<file path="src/rtl/div_pkg.sv">
// div_pkg: FSM state type shared by the sequential divider.
// The FIX state exists only when DIVIDER_SEQ_SIGNED_EN is defined.
package div_pkg;

`ifdef DIVIDER_SEQ_SIGNED_EN
    typedef enum logic [1:0] {
        IDLE = 2'd0,
        RUN  = 2'd1,
        DONE = 2'd2,
        FIX  = 2'd3
    } state_t;
`else
    typedef enum logic [1:0] {
        IDLE = 2'd0,
        RUN  = 2'd1,
        DONE = 2'd2
    } state_t;
`endif

endpackage

</file>
<file path="src/rtl/div_step.sv">
// div_step: one combinational restoring shift-subtract step.
// The partial remainder is shifted left with the next dividend bit and
// compared against the divisor on WIDTH+1 bits.
module div_step #(
    parameter int WIDTH = 32
) (
    input  logic [WIDTH-1:0] rem_in,
    input  logic [WIDTH-1:0] divisor,
    input  logic             next_bit,
    output logic [WIDTH-1:0] rem_out,
    output logic             q_bit
);

    logic [WIDTH:0] shifted;

    // Shift in the next bit and subtract the divisor when it fits.
    // When it fits, the difference is below the divisor, so the low WIDTH
    // bits of the subtraction are exact.
    always_comb begin
        shifted = {rem_in, next_bit};
        q_bit   = (shifted >= {1'b0, divisor});
        rem_out = q_bit ? (shifted[WIDTH-1:0] - divisor) : shifted[WIDTH-1:0];
    end

endmodule

</file>
<file path="src/rtl/divider_seq.sv">
// divider_seq: multi-cycle restoring divider, one quotient bit per cycle.
// Optional macro DIVIDER_SEQ_SIGNED_EN adds signed_op and a FIX state that
// applies result signs after dividing operand magnitudes.
module divider_seq
    import div_pkg::*;
#(
    parameter int WIDTH = 32
) (
    input  logic             clk,
    input  logic             rst,
    input  logic             start,
`ifdef DIVIDER_SEQ_SIGNED_EN
    input  logic             signed_op,
`endif
    input  logic [WIDTH-1:0] dividend,
    input  logic [WIDTH-1:0] divisor,
    output logic             ready,
    output logic             done,
    output logic [WIDTH-1:0] quotient,
    output logic [WIDTH-1:0] remainder,
    output logic             div_zero
);

    localparam int CNT_W = $clog2(WIDTH) + 1;
    localparam logic [CNT_W-1:0] LAST_STEP = CNT_W'(WIDTH - 1);

    state_t           state;
    logic [CNT_W-1:0] cnt;
    logic [WIDTH-1:0] rem_q;
    logic [WIDTH-1:0] quo_q;
    logic [WIDTH-1:0] dvs_q;
    logic [WIDTH-1:0] rem_next;
    logic [WIDTH-1:0] quo_next;
    logic             q_bit;
    logic [WIDTH-1:0] mag_dividend;
    logic [WIDTH-1:0] mag_divisor;

`ifdef DIVIDER_SEQ_SIGNED_EN
    logic sgn_q;
    logic neg_q_q;
    logic neg_r_q;
    logic neg_q_in;
    logic neg_r_in;

    // Magnitudes to divide and result sign corrections, decided at accept.
    always_comb begin
        neg_r_in     = signed_op & dividend[WIDTH-1];
        neg_q_in     = signed_op & (dividend[WIDTH-1] ^ divisor[WIDTH-1]);
        mag_dividend = neg_r_in ? -dividend : dividend;
        mag_divisor  = (signed_op & divisor[WIDTH-1]) ? -divisor : divisor;
    end
`else
    // Unsigned build divides the raw operands.
    always_comb begin
        mag_dividend = dividend;
        mag_divisor  = divisor;
    end
`endif

    div_step #(
        .WIDTH(WIDTH)
    ) u_step (
        .rem_in  (rem_q),
        .divisor (dvs_q),
        .next_bit(quo_q[WIDTH-1]),
        .rem_out (rem_next),
        .q_bit   (q_bit)
    );

    // Dividend bits leave at the top of quo_q while quotient bits enter at the bottom.
    always_comb begin
        quo_next = {quo_q[WIDTH-2:0], q_bit};
    end

    // Control FSM with registered ready/done/result outputs.
    always_ff @(posedge clk) begin
        if (rst) begin
            state     <= IDLE;
            ready     <= 1'b1;
            done      <= 1'b0;
            div_zero  <= 1'b0;
            quotient  <= '0;
            remainder <= '0;
            cnt       <= '0;
            rem_q     <= '0;
            quo_q     <= '0;
            dvs_q     <= '0;
`ifdef DIVIDER_SEQ_SIGNED_EN
            sgn_q     <= 1'b0;
            neg_q_q   <= 1'b0;
            neg_r_q   <= 1'b0;
`endif
        end else begin
            done <= 1'b0;
            case (state)
                IDLE: begin
                    if (start) begin
                        ready <= 1'b0;
                        if (divisor == '0) begin
                            state     <= DONE;
                            done      <= 1'b1;
                            div_zero  <= 1'b1;
                            quotient  <= '1;
                            remainder <= dividend;
                        end else begin
                            state    <= RUN;
                            div_zero <= 1'b0;
                            rem_q    <= '0;
                            cnt      <= '0;
                            quo_q    <= mag_dividend;
                            dvs_q    <= mag_divisor;
`ifdef DIVIDER_SEQ_SIGNED_EN
                            sgn_q    <= signed_op;
                            neg_q_q  <= neg_q_in;
                            neg_r_q  <= neg_r_in;
`endif
                        end
                    end
                end
                RUN: begin
                    rem_q <= rem_next;
                    quo_q <= quo_next;
                    cnt   <= cnt + CNT_W'(1);
                    if (cnt == LAST_STEP) begin
`ifdef DIVIDER_SEQ_SIGNED_EN
                        if (sgn_q) begin
                            state <= FIX;
                        end else begin
                            state     <= DONE;
                            done      <= 1'b1;
                            quotient  <= quo_next;
                            remainder <= rem_next;
                        end
`else
                        state     <= DONE;
                        done      <= 1'b1;
                        quotient  <= quo_next;
                        remainder <= rem_next;
`endif
                    end
                end
`ifdef DIVIDER_SEQ_SIGNED_EN
                FIX: begin
                    state     <= DONE;
                    done      <= 1'b1;
                    quotient  <= neg_q_q ? -quo_q : quo_q;
                    remainder <= neg_r_q ? -rem_q : rem_q;
                end
`endif
                DONE: begin
                    state <= IDLE;
                    ready <= 1'b1;
                end
                default: begin
                    state <= IDLE;
                    ready <= 1'b1;
                end
            endcase
        end
    end

endmodule

</file>
<file path="config.mk">
export PLATFORM = sky130hd
export DESIGN_NAME = divider_seq
export DESIGN_NICKNAME = d
export VERILOG_FILES = /design/src/rtl/div_pkg.sv /design/src/rtl/div_step.sv /design/src/rtl/divider_seq.sv
export SDC_FILE = /design/constraint.sdc
export NUM_CORES = 1
export LEC_CHECK = 0
export CAP_MARGIN = 30
export CORE_UTILIZATION = 37
export CTS_BUF_LIST = sky130_fd_sc_hd__clkbuf_8
export DETAILED_ROUTE_END_ITERATION = 12
export GPL_TIMING_DRIVEN = 0
export PLACE_DENSITY = 0.69
export SYNTH_ARGS = -nofsm -noshare
export SYNTH_HDL_FRONTEND = slang
export SYNTH_HIERARCHICAL = 1
export SYNTH_SLANG_ARGS = --single-unit
</file>
<file path="constraint.sdc">
create_clock -name clk -period 3.92 [get_ports clk]
set_input_delay 1.176 -clock clk [delete_from_list [all_inputs] [get_ports clk]]
set_output_delay 1.176 -clock clk [all_outputs]
set_load 0.01 [all_outputs]
</file>
==> parameters.txt <==
Parameter                              Value

Synthesis
  Post-synthesis sequential area ratio    38.5%
  Post-synthesis instance total    1036
  Synth Area per Inst    8.58 µm²
  Number of enable-type register cells in the synthesized netlist    0
  Synth Cell Area    8890 µm²
  Largest family of logic cells by synthesized area    compound AO/OA/AOI/OAI gates
  Xor/xnor cell area share of the yosys netlist    2.86%
  Number of warning messages in the yosys log    6
  Synthesized-area fraction occupied by ao, oa, aoi and oai cells    24.6%
  Share of synthesized area spent on multiplexers    4.39%
  Distinct cell type count after synthesis    62
  Yosys reg bits    171
  Post-synthesis simple-gate area fraction    18.5%
  Share of flip-flops with an asynchronous set or reset    0%
  Post-synthesis adder-cell area fraction    4.87%
  Post-synth net total    1137
  Most instantiated flip-flop cell in the synthesis netlist    dfxtp_1

Floorplan
  Placement Rows    56
  Total core area    23500 µm²
  Die Height    157 µm
  Num ports    134
  Horizontal die dimension    157 µm
  Die Footprint    around 25000 µm²
  Initial Util    around 38%

STA
  Count of pins over their slew limit    0
  Final setup margin    317 ps
  Final total negative setup slack    0 ps
  Worst Skew    16.3 ps
  Final period utilization    91.9%
  Setup violators final    0
  Slew Limit Headroom    50.8%
  Highest Clock Rate    between 200 and 300 MHz
  Post-layout minimum cycle time    3600 ps
  Final hold vios    0
  Unrepaired setup endpoints after global routing    no
  Slew at the pin closest to its max-slew limit    737 ps

Place
  Final RePlAce weighted congestion    0.910
  Placed wire-length estimate    ~20000 µm
  Number of placed cells counting well taps    roughly 1500
  IO Port Bufs    133
  Worst-case setup slack after placement    175 ps

Routing
  Number of remaining DRC errors    0
  Remaining antenna violation count    0
  Number of optimization iterations in the first detailed-route pass    5
  Via density per instance    5.45
  Number of design-rule violations left by the first detailed-router iteration    596
  Mean routed wirelength per cell    17.2 µm
  Routed wire length    26200 µm
  Number of vias in the routed layout    8284

Setup path
  R2R setup slack    about 320 ps
  Logic depth of the worst register-to-register path    13
  Critical path required time    roughly 4300 ps
  Worst reg2reg path startpoint    quo_q[31]$_SDFFE_PP0P_
  Terminus of the critical flop-to-flop path    remainder[30]$_SDFFE_PP0P_
  Launching instance or port of the critical path    quo_q[31]$_SDFFE_PP0P_
  Worst setup path endpoint    remainder[30]$_SDFFE_PP0P_
  Highest net fanout along the worst path    4
  Sort of element at the end of the critical path    register
  Arrival time at the worst endpoint    4010 ps
  Worst Setup Start Kind    register
  Start-to-end type of the worst setup path    register to register

Clock network
  CTS root buffer    clkbuf_8
  Quantity of gates resized following cts    0
  Buffers from clock root to sink, at most    2
  Sinks on the clock net    171
  Number of hold buffers added after cts    0
  Clock transition at the registers of the reported paths    110 ps
  Number of buffers inserted during clock tree synthesis    17
  CTS tree    yes
  Maximum level of the CTS H-tree    4
  Number of setup buffers added after CTS    0
  Worst-Skew Late Latency    480 ps

Pwr
  P_leak    roughly 4.2 nW
  P_sw    ~3.4 mW
  Clock network power share    15.5%
  Power density relative to cell area    742 nW/µm²
  Internal power    4.75 mW
  Part of the power in registers    around a quarter
  Switching part of the total power    42.0%
  Worst supply voltage drop on vdd    0.434 mV
  Logic gate share of total power    59.4%

Final layout
  Area overhead of the layout relative to synthesis    24.1%
  Share of final-layout standard cells stronger than drive strength 1    14.2%
  Antenna diode count    0
  Number of non-filler instances in the completed layout    1520
  Final net count    approximately 1300
  Finished Core Util    46.9%

Global routing
  Remaining global-route overflow    0
  Largest net degree at the start of global routing    20
  Wire length of the first global-routing pass    just over 40000 µm
  Antenna violations before repair    0
  Total GRT Usage    21.7%
  Via count of the first global-routing pass    between 8000 and 9000

Run
  Max_cap viols    0

Hold path
  Worst Hold Launch    dvs_q[12]$_SDFFE_PP0P_
  Hold WC Path Type    register to register

Run status
  Status    finished, final reports clean
[through the flow]
step / total power [mW] / hold WS [ps] / instance area (µm²)
6_report: 8.19 / 461 / 11000
2_1_floorplan: 5.90 / 436 / 8890
4_1_cts: 8.14 / 462 / 11000
3_3_place_gp: 6.81 / 445 / 10600
5_1_grt: 8.74 / 490 / 11000
3_5_place_dp: 6.87 / 448 / 10600
[layout make-up]
class | instances | area, µm²
fillers | 2342 | 12500
multi-input cells | 740 | 4910
flip-flops and latches | 171 | 3420
repair buffers | 133 | 1330
well taps | 319 | 399
plain buffers | 82 | 398
clock buffers | 17 | 234
clock inverters | 15 | 175
inverters | 43 | 161
[worst max-delay path: stages (launching register included)]
cell,delay (ps)
dfxtp_1,350
inv_1,80
ha_1,210
fa_1,410
nor2b_1,180
o31a_1,210
o21ai_0,250
o31ai_1,500
a21oi_1,250
or3b_2,510
nand3_1,120
mux2_4,150
nand2_1,70
a311oi_2,240
[placed cells by master, fill, tap and decap left out, types with 5 or more instances in the layout]
cell / instances
a21oi_1: 114
nand4_1: 12
inv_1: 41
clkinv_8: 5
o22ai_1: 19
o221a_1: 10
mux2_4: 9
nand2_1: 177
a31oi_1: 5
nand3_1: 41
nor2b_1: 8
xnor2_1: 18
o21ai_0: 14
a21o_1: 11
nor4_1: 10
nor2_1: 53
clkbuf_1: 52
ha_1: 33
o221a_2: 36
clkbuf_8: 17
buf_6: 6
clkdlybuf4s50_1: 133
mux2_2: 20
nor3_1: 40
a311oi_2: 28
buf_2: 20
xor2_1: 11
dfxtp_1: 171
[metal layers]
| layer | up-vias | routed length (µm) | global-route usage (%) |
|---|---|---|---|
| li1 | 4044 | - | - |
| met1 | 3938 | 11900 | 28.5 |
| met2 | 264 | 12100 | 35.6 |
| met3 | 38 | 1510 | 3.91 |
| met4 | 0 | 658 | 7.19 |
| met5 | - | 0 | 0 |
[logic make-up (layout without fill, tap and decap cells)]
| kind of cell | after synthesis | after routing |
|---|---|---|
| simple gates | 365 | 365 |
| compound gates | 280 | 280 |
| flops | 171 | 171 |
| buf+inv | 125 | 290 |
| fa+ha+maj | 34 | 34 |
| mux | 32 | 32 |
| xor+xnor | 29 | 29 |
[cells in the mapped netlist, drive strengths merged, types with 2 or more instances]
master / number / area (µm²)
nand2: 177 / 664
dfxtp: 171 / 3420
a21oi: 116 / 588
nor2: 53 / 199
clkbuf: 52 / 195
o221a: 46 / 518
inv: 43 / 161
nand3: 41 / 205
nor3: 41 / 205
ha: 33 / 413
a311oi: 32 / 455
buf: 30 / 203
mux2: 29 / 360
o22ai: 19 / 119
xnor2: 18 / 158
o21ai: 16 / 87.6
nand4: 12 / 75.1
a21o: 11 / 82.6
xor2: 11 / 96.3
nor4: 10 / 62.6
nor2b: 8 / 50.1
a31oi: 6 / 52.6
o21a: 5 / 45.0
and2: 4 / 25.0
and3: 4 / 25.0
o21bai: 4 / 30.0
a211oi: 3 / 22.5
a21boi: 3 / 22.5
a31o: 3 / 26.3
mux2i: 3 / 30.0
nand2b: 3 / 18.8
nor3b: 3 / 22.5
o2111ai: 3 / 26.3
o211ai: 3 / 22.5
o41ai: 3 / 26.3
or2: 3 / 21.3
a221oi: 2 / 17.5
and4: 2 / 17.5
[power by group through the flow]
stage               sequential (mW)  clock (mW)  combinational (mW)
floorplan                      2.04           0                3.87
global route                   2.08        1.36                5.30
global placement               2.09           0                4.72
finish                         2.06        1.27                4.86
CTS                            2.06        1.28                4.80
detailed placement             2.10           0                4.77
[flip-flops by register name (all words and copies together) (netlist names)]
signal / count
cnt: 6
quo_q: 32
ready: 1
quotient: 32
dvs_q: 32
state: 2
rem_q: 32
done: 1
remainder: 32
div_zero: 1
[worst min-delay path by stage]
| stage | end | slack (ps) | depth (start not counted) |
|---|---|---|---|
| 2_1_floorplan | dvs_q[10]$_SDFFE_PP0P_ | 440 | 2 |
| 3_5_place_dp | dvs_q[9]$_SDFFE_PP0P_ | 450 | 2 |
| 3_3_place_gp | dvs_q[28]$_SDFFE_PP0P_ | 450 | 2 |
| 4_1_cts | dvs_q[11]$_SDFFE_PP0P_ | 460 | 2 |
| 5_1_grt | dvs_q[17]$_SDFFE_PP0P_ | 490 | 2 |
| 6_report | dvs_q[12]$_SDFFE_PP0P_ | 460 | 2 |
(Power assumes the default switching activity.)
